[config.mk]
export PLATFORM = sky130hd
export DESIGN_NAME = ez8_prog_loader
export DESIGN_NICKNAME = d
export VERILOG_FILES = /design/src/rtl/ez8_prog_loader.sv
export SDC_FILE = /design/constraint.sdc
export NUM_CORES = 1
export LEC_CHECK = 0
export CORE_MARGIN = 2
export CORE_UTILIZATION = 52
export DETAILED_ROUTE_END_ITERATION = 12
export PLACE_DENSITY = 0.77
export SLEW_MARGIN = 25
export SYNTH_ARGS = -nofsm -noshare
export SYNTH_HDL_FRONTEND = slang
export SYNTH_SLANG_ARGS = --single-unit
export TNS_END_PERCENT = 100
[constraint.sdc]
create_clock -name clk -period 3 [get_ports clk]
set_input_delay 0.9 -clock clk [delete_from_list [all_inputs] [get_ports clk]]
set_output_delay 0.9 -clock clk [all_outputs]
set_load 0.05 [all_outputs]
[src/rtl/ez8_prog_loader.sv]
// Program loader and run supervisor for ez8_cpu: takes a framed byte stream, writes
// instruction memory with the CPU paused, then resets and runs the CPU and reports pass/fail.
module ez8_prog_loader #(
    parameter int ADDR_WIDTH     = 12,
    parameter int MAX_WORDS      = 4096,
    parameter int RESET_CYCLES   = 1,
    parameter int TIMEOUT_CYCLES = 2**20
) (
    input  logic                  clk,
    input  logic                  reset,
    input  logic                  start,
    input  logic [7:0]            rx_data,
    input  logic                  rx_valid,
    output logic                  rx_ready,
    output logic [ADDR_WIDTH-1:0] instr_writeaddr,
    output logic [15:0]           instr_writedata,
    output logic                  instr_write_en,
    output logic                  cpu_pause,
    output logic                  cpu_reset,
    input  logic                  cpu_stopped,
    input  logic                  cpu_error,
    input  logic [7:0]            cpu_accum,
    output logic                  busy,
    output logic                  done,
    output logic                  pass,
    output logic [1:0]            fail_code
);

    localparam logic [3:0] S_IDLE    = 4'd0;
    localparam logic [3:0] S_LEN_HI  = 4'd1;
    localparam logic [3:0] S_LEN_LO  = 4'd2;
    localparam logic [3:0] S_DATA_HI = 4'd3;
    localparam logic [3:0] S_DATA_LO = 4'd4;
    localparam logic [3:0] S_WRITE   = 4'd5;
    localparam logic [3:0] S_CSUM    = 4'd6;
    localparam logic [3:0] S_RST     = 4'd7;
    localparam logic [3:0] S_RUN     = 4'd8;
    localparam logic [3:0] S_DONE    = 4'd9;
    localparam logic [3:0] S_FAIL    = 4'd10;

    localparam logic [1:0] FAIL_NONE    = 2'd0;
    localparam logic [1:0] FAIL_LENGTH  = 2'd1;
    localparam logic [1:0] FAIL_CSUM    = 2'd2;
    localparam logic [1:0] FAIL_TIMEOUT = 2'd3;

    localparam int RST_W = $clog2(RESET_CYCLES + 1);
    localparam int RUN_W = $clog2(TIMEOUT_CYCLES + 1);
    localparam logic [RST_W-1:0] RST_LAST = RST_W'(RESET_CYCLES - 1);
    localparam logic [RUN_W-1:0] RUN_LAST = RUN_W'(TIMEOUT_CYCLES - 1);
    localparam logic [16:0]      MAX_LEN  = 17'(MAX_WORDS);

    logic [3:0]       state;
    logic [3:0]       state_next;
    logic [7:0]       len_hi;
    logic [15:0]      len;
    logic [7:0]       word_hi;
    logic [15:0]      word_cnt;
    logic [7:0]       csum;
    logic [RST_W-1:0] rst_cnt;
    logic [RUN_W-1:0] run_cnt;

    logic        take;
    logic [15:0] len_rx;
    logic        len_bad;
    logic        idle_like;

    assign take      = rx_valid && rx_ready;
    assign len_rx    = {len_hi, rx_data};
    assign len_bad   = (len_rx == 16'd0) || ({1'b0, len_rx} > MAX_LEN);
    assign idle_like = (state == S_IDLE) || (state == S_DONE) || (state == S_FAIL);

    function automatic logic is_rx_state(input logic [3:0] s);
        return (s == S_LEN_HI) || (s == S_LEN_LO) || (s == S_DATA_HI) ||
               (s == S_DATA_LO) || (s == S_CSUM);
    endfunction

    function automatic logic is_cpu_live(input logic [3:0] s);
        return (s == S_RST) || (s == S_RUN);
    endfunction

    // NOTE: every variable assigned in always_comb gets a default first, so no latch is inferred.
    always_comb begin
        state_next = state;
        case (state)
            S_IDLE, S_DONE, S_FAIL: if (start) state_next = S_LEN_HI;
            S_LEN_HI:  if (take) state_next = S_LEN_LO;
            S_LEN_LO:  if (take) state_next = len_bad ? S_FAIL : S_DATA_HI;
            S_DATA_HI: if (take) state_next = S_DATA_LO;
            S_DATA_LO: if (take) state_next = S_WRITE;
            S_WRITE:   state_next = (word_cnt + 16'd1 == len) ? S_CSUM : S_DATA_HI;
            S_CSUM:    if (take) state_next = (rx_data == csum) ? S_RST : S_FAIL;
            S_RST:     if (rst_cnt == RST_LAST) state_next = S_RUN;
            S_RUN: begin
                // A stop on the final allowed cycle still counts as a finished run.
                if (cpu_stopped)              state_next = S_DONE;
                else if (run_cnt == RUN_LAST) state_next = S_FAIL;
            end
            default:   state_next = S_IDLE;
        endcase
    end

    // Outputs are registered from state_next so they line up with the state they describe.
    // NOTE: sequential state uses non-blocking assignments so every flop sees pre-edge values.
    always_ff @(posedge clk) begin
        if (reset) begin
            state           <= S_IDLE;
            rx_ready        <= 1'b0;
            instr_write_en  <= 1'b0;
            instr_writeaddr <= '0;
            instr_writedata <= '0;
            cpu_pause       <= 1'b1;
            cpu_reset       <= 1'b0;
            busy            <= 1'b0;
            done            <= 1'b0;
            pass            <= 1'b0;
            fail_code       <= FAIL_NONE;
            len_hi          <= '0;
            len             <= '0;
            word_hi         <= '0;
            word_cnt        <= '0;
            csum            <= '0;
            rst_cnt         <= '0;
            run_cnt         <= '0;
        end else begin
            state          <= state_next;
            rx_ready       <= is_rx_state(state_next);
            instr_write_en <= (state_next == S_WRITE);
            cpu_pause      <= !is_cpu_live(state_next);
            cpu_reset      <= (state_next == S_RST);
            busy           <= !((state_next == S_IDLE) || (state_next == S_DONE) ||
                                (state_next == S_FAIL));
            done           <= (state_next == S_DONE) || (state_next == S_FAIL);

            if (idle_like && start) begin
                word_cnt  <= '0;
                csum      <= '0;
                pass      <= 1'b0;
                fail_code <= FAIL_NONE;
                instr_writeaddr <= '0;
            end

            case (state)
                S_LEN_HI: if (take) begin
                    len_hi <= rx_data;
                    csum   <= csum + rx_data;
                end
                S_LEN_LO: if (take) begin
                    len  <= len_rx;
                    csum <= csum + rx_data;
                    if (len_bad) fail_code <= FAIL_LENGTH;
                end
                S_DATA_HI: if (take) begin
                    word_hi <= rx_data;
                    csum    <= csum + rx_data;
                end
                S_DATA_LO: if (take) begin
                    csum            <= csum + rx_data;
                    instr_writeaddr <= ADDR_WIDTH'(word_cnt);
                    instr_writedata <= {word_hi, rx_data};
                end
                S_WRITE: word_cnt <= word_cnt + 16'd1;
                S_CSUM: if (take) begin
                    rst_cnt <= '0;
                    if (rx_data != csum) fail_code <= FAIL_CSUM;
                end
                S_RST: begin
                    rst_cnt <= rst_cnt + RST_W'(1);
                    run_cnt <= '0;
                end
                S_RUN: begin
                    if (cpu_stopped) begin
                        pass <= !cpu_error && (cpu_accum == 8'd0);
                    end else begin
                        run_cnt <= run_cnt + RUN_W'(1);
                        if (run_cnt == RUN_LAST) fail_code <= FAIL_TIMEOUT;
                    end
                end
                default: ;
            endcase
        end
    end

endmodule

==> impl_metrics.tcl <==
set metrics [dict create \
    status "finished, final reports clean" \
    cts_root_buf "clkbuf_16" \
    diodes 0 \
    fin_ws_ps 66.4 \
    place_congestion 0.885 \
    peakVddDrop_uv 592 \
    grt_pass1_vias 5358 \
    die_h_um 111 \
    critical_path_class "in -> reg" \
    rrSetupSlack_ps 200 \
    synth_edf_count 0 \
    rr_worst_depth 7 \
    wl_um 15900 \
    final_antenna_net_count 0 \
    drv_slew 0 \
    drt_iter0_drc 415 \
    setup_viol 0 \
    worstSetupEndpoint "csum[7]" \
    syn_area_per_cell_um2 7.89 \
    fin_nets 861 \
    hold_class "reg -> reg" \
    dieWidth_um 111 \
    cap_violations 0 \
    cts.htree.levels 4 \
    ys_async_sr_fraction 0 \
    r2r-end "state[2]" \
    worstSetupStartpoint "rx_data[1]" \
    cp_data_required_time_ps 3320 \
    synth_cell_types 60 \
    die-area_mm2 0.0123 \
    min_period_ps 2930 \
    layout-drive-gt1-share 0.133 \
    cp.arrival_ps 3250 \
    io_pins 59 \
    hold_viol 0 \
    clkPwrFrac 0.496 \
    final.period_utilization 0.978 \
    ys_seq_area_frac 0.402 \
    skew_ps 10.1 \
    yosys_warnings 0 \
    worstReg2RegStart "word_cnt[3]" \
    overflow 0 \
    drc 0 \
    slew_headroom 0.489 \
    synth_top_flop_cell "dfxtp_1" \
    dp_slack_ps -583 \
    ys_seq_elements 119 \
    synth_area_mm2 0.00593 \
    cp_max_fo 2 \
    power_density_mw_per_mm2 497 \
    core_area_mm2 0.0110 \
    drt_pass1_iterations 7 \
    grt_antenna_before_repair 0 \
    fmax_ghz 0.341 \
    clkSinkCount 119 \
    cts_tree "yes" \
    hold_buffers 0 \
    std_cell_rows 38 \
    viasPerCell 5.87 \
    leakagePower_nw 2.69 \
    seq_power_share 0.433 \
    grt_setup_unrepaired "yes" \
    initial_utilization 0.540 \
    tightest_slew_ps 764 \
    combPwrFrac 0.071 \
    avgRoutedWirePerCell_um 16.2 \
    start_kind "primary input" \
    area_delta_synth_final_pct 25.9 \
    clk_pin_slew_ps 60 \
    holdWs_ps 453 \
    netSwitchingFraction 0.256 \
    final_util 0.680 \
    grt_max_degree 50 \
    internal_power_mw 2.76 \
    grtUsageTotal 0.259 \
    clockBufferDepth 2 \
    clkLatencyLatePin_ps 430 \
    syn_nets 784 \
    grt_pass1_wl_um 26000 \
    via_count 5761 \
    critPathCaptureType "flop" \
    cts_buffers 17 \
    hpwl_um 10900 \
    io_buffer_count 58 \
    syn_inst 752 \
    p_sw_uw 952 \
]
==> flip-flops by register name, summed over array words and instances (netlist names), 4 cells and up <==
| name | count |
|---|---|
| state | 4 |
| word_cnt | 16 |
| instr_writedata | 16 |
| word_hi | 8 |
| len_hi | 8 |
| csum | 8 |
| instr_writeaddr | 12 |
| run_cnt | 21 |
| len | 16 |
==> Yosys cell counts, drive strengths merged (6+ instances only) <==
| master | count | area share |
|---|---|---|
| nand2 | 114 | 0.072 |
| nor3b | 7 | 0.0089 |
| xor2 | 13 | 0.019 |
| nor2 | 82 | 0.052 |
| a31oi | 7 | 0.0074 |
| nand2b | 6 | 0.0063 |
| and4 | 10 | 0.015 |
| inv | 11 | 0.0070 |
| nor3 | 22 | 0.019 |
| buf | 14 | 0.013 |
| clkbuf | 40 | 0.025 |
| nand3 | 40 | 0.035 |
| mux2i | 15 | 0.025 |
| a21oi | 80 | 0.068 |
| a211oi | 10 | 0.013 |
| or3 | 7 | 0.0074 |
| nor4 | 6 | 0.0084 |
| o21ai | 30 | 0.025 |
| dfxtp | 119 | 0.40 |
| and2 | 10 | 0.011 |
| xnor2 | 21 | 0.031 |
| ha | 9 | 0.019 |
| nand4 | 9 | 0.011 |
| nor2b | 7 | 0.0074 |
| or4 | 9 | 0.011 |
==> kinds of logic (layout without fill, tap and decap cells) <==
family / Yosys count / count (layout) / synth area share
adders and majority gates: 11 / 11 / 0.0241
xor gates and xnor gates: 34 / 34 / 0.0502
AOI/OAI and AO/OA: 156 / 156 / 0.155
buffers and inverters: 65 / 155 / 0.0456
muxes: 18 / 18 / 0.0310
and+or+nand+nor: 349 / 349 / 0.292
DFF: 119 / 119 / 0.402
==> per-layer routing <==
layer | GRT usage | wire length [um] | vias to the layer above
met5 | 0 | 0 | -
met4 | 0.100 | 323 | 0
met3 | 0.0612 | 967 | 32
met2 | 0.425 | 7660 | 208
met1 | 0.330 | 6930 | 2724
li1 | - | - | 2797
==> how the worst min path moves through the flow <==
stage | from | end | slack, ps | cells after the start
floorplan | word_hi[2] | instr_writedata[10] | 430 | 2
global placement | word_hi[4] | instr_writedata[12] | 440 | 2
detailed placement | word_hi[5] | instr_writedata[13] | 450 | 2
CTS | instr_writedata[9] | instr_writedata[9] | 450 | 2
global route | word_hi[4] | instr_writedata[12] | 480 | 2
finish | instr_writedata[9] | instr_writedata[9] | 450 | 2
==> critical path: stages <==
cell and delay [ps]:
clkdlybuf4s50_1 430, buf_4 150, ha_1 310, a21o_1 190, a21oi_1 190, o21ai_1 120
a2111oi_2 380, o211ai_1 170, nand2_1 100, mux2_2 320
==> power groups by stage <==
stage / sequential (mW) / clock (mW) / combinational [mW]
3_3_place_gp: 1.64 / 0 / 0.237
6_report: 1.61 / 1.84 / 0.262
3_5_place_dp: 1.64 / 0 / 0.244
4_1_cts: 1.61 / 1.85 / 0.254
2_1_floorplan: 1.64 / 0 / 0.129
5_1_grt: 1.61 / 1.95 / 0.282
==> stage by stage <==
stage          power [mW]  cells  instance area, um^2  TNS, ps
2_1_floorplan        1.77    752                 5930        0
6_report             3.71    982                 7460        0
3_5_place_dp         1.89    947                 6840    -4530
4_1_cts              3.71    981                 7410        0
5_1_grt              3.84    982                 7460    -28.1
3_3_place_gp         1.88    947                 6840    -3740
==> timing repair <==
| action | CTS | global route |
|---|---|---|
| resized for setup | 6 | 12 |
| setup buffers | 2 | 1 |
| hold endpoints to repair | 0 | 0 |
| endpoints found under the setup margin | 4 | 7 |
| pin swaps | 0 | 8 |
==> layout make-up <==
| cell class | instances | area [um^2] |
|---|---|---|
| clock buffer | 19 | 433 |
| clock inverter | 13 | 101 |
| fill | 894 | 3520 |
| inverter | 11 | 41.3 |
| multi-input combinational | 568 | 3350 |
| sequential | 119 | 2380 |
| tap | 140 | 175 |
| timing repair buffer | 112 | 986 |
==> cells in the final DEF (no fill, tap or decap), types with 4 or more instances in the layout <==
master	count
dfxtp_1	119
ha_1	9
or4_1	6
a21oi_1	80
mux2i_1	15
nor2b_1	7
or3_1	7
nor3_1	20
a22oi_1	5
and2_1	10
and3_1	4
and4_1	10
a31oi_1	6
nand3_1	39
clkdlybuf4s50_1	55
buf_4	54
xnor2_1	21
a211oi_1	8
nand4_1	8
clkbuf_16	17
xor2_1	13
nor2_1	82
nand2_1	113
o211ai_1	4
clkinvlp_4	4
clkinv_4	4
inv_1	11
nand2b_1	6
o21ai_0	28
nor3b_1	7
No activity file was read; power rests on OpenSTA's default activity.
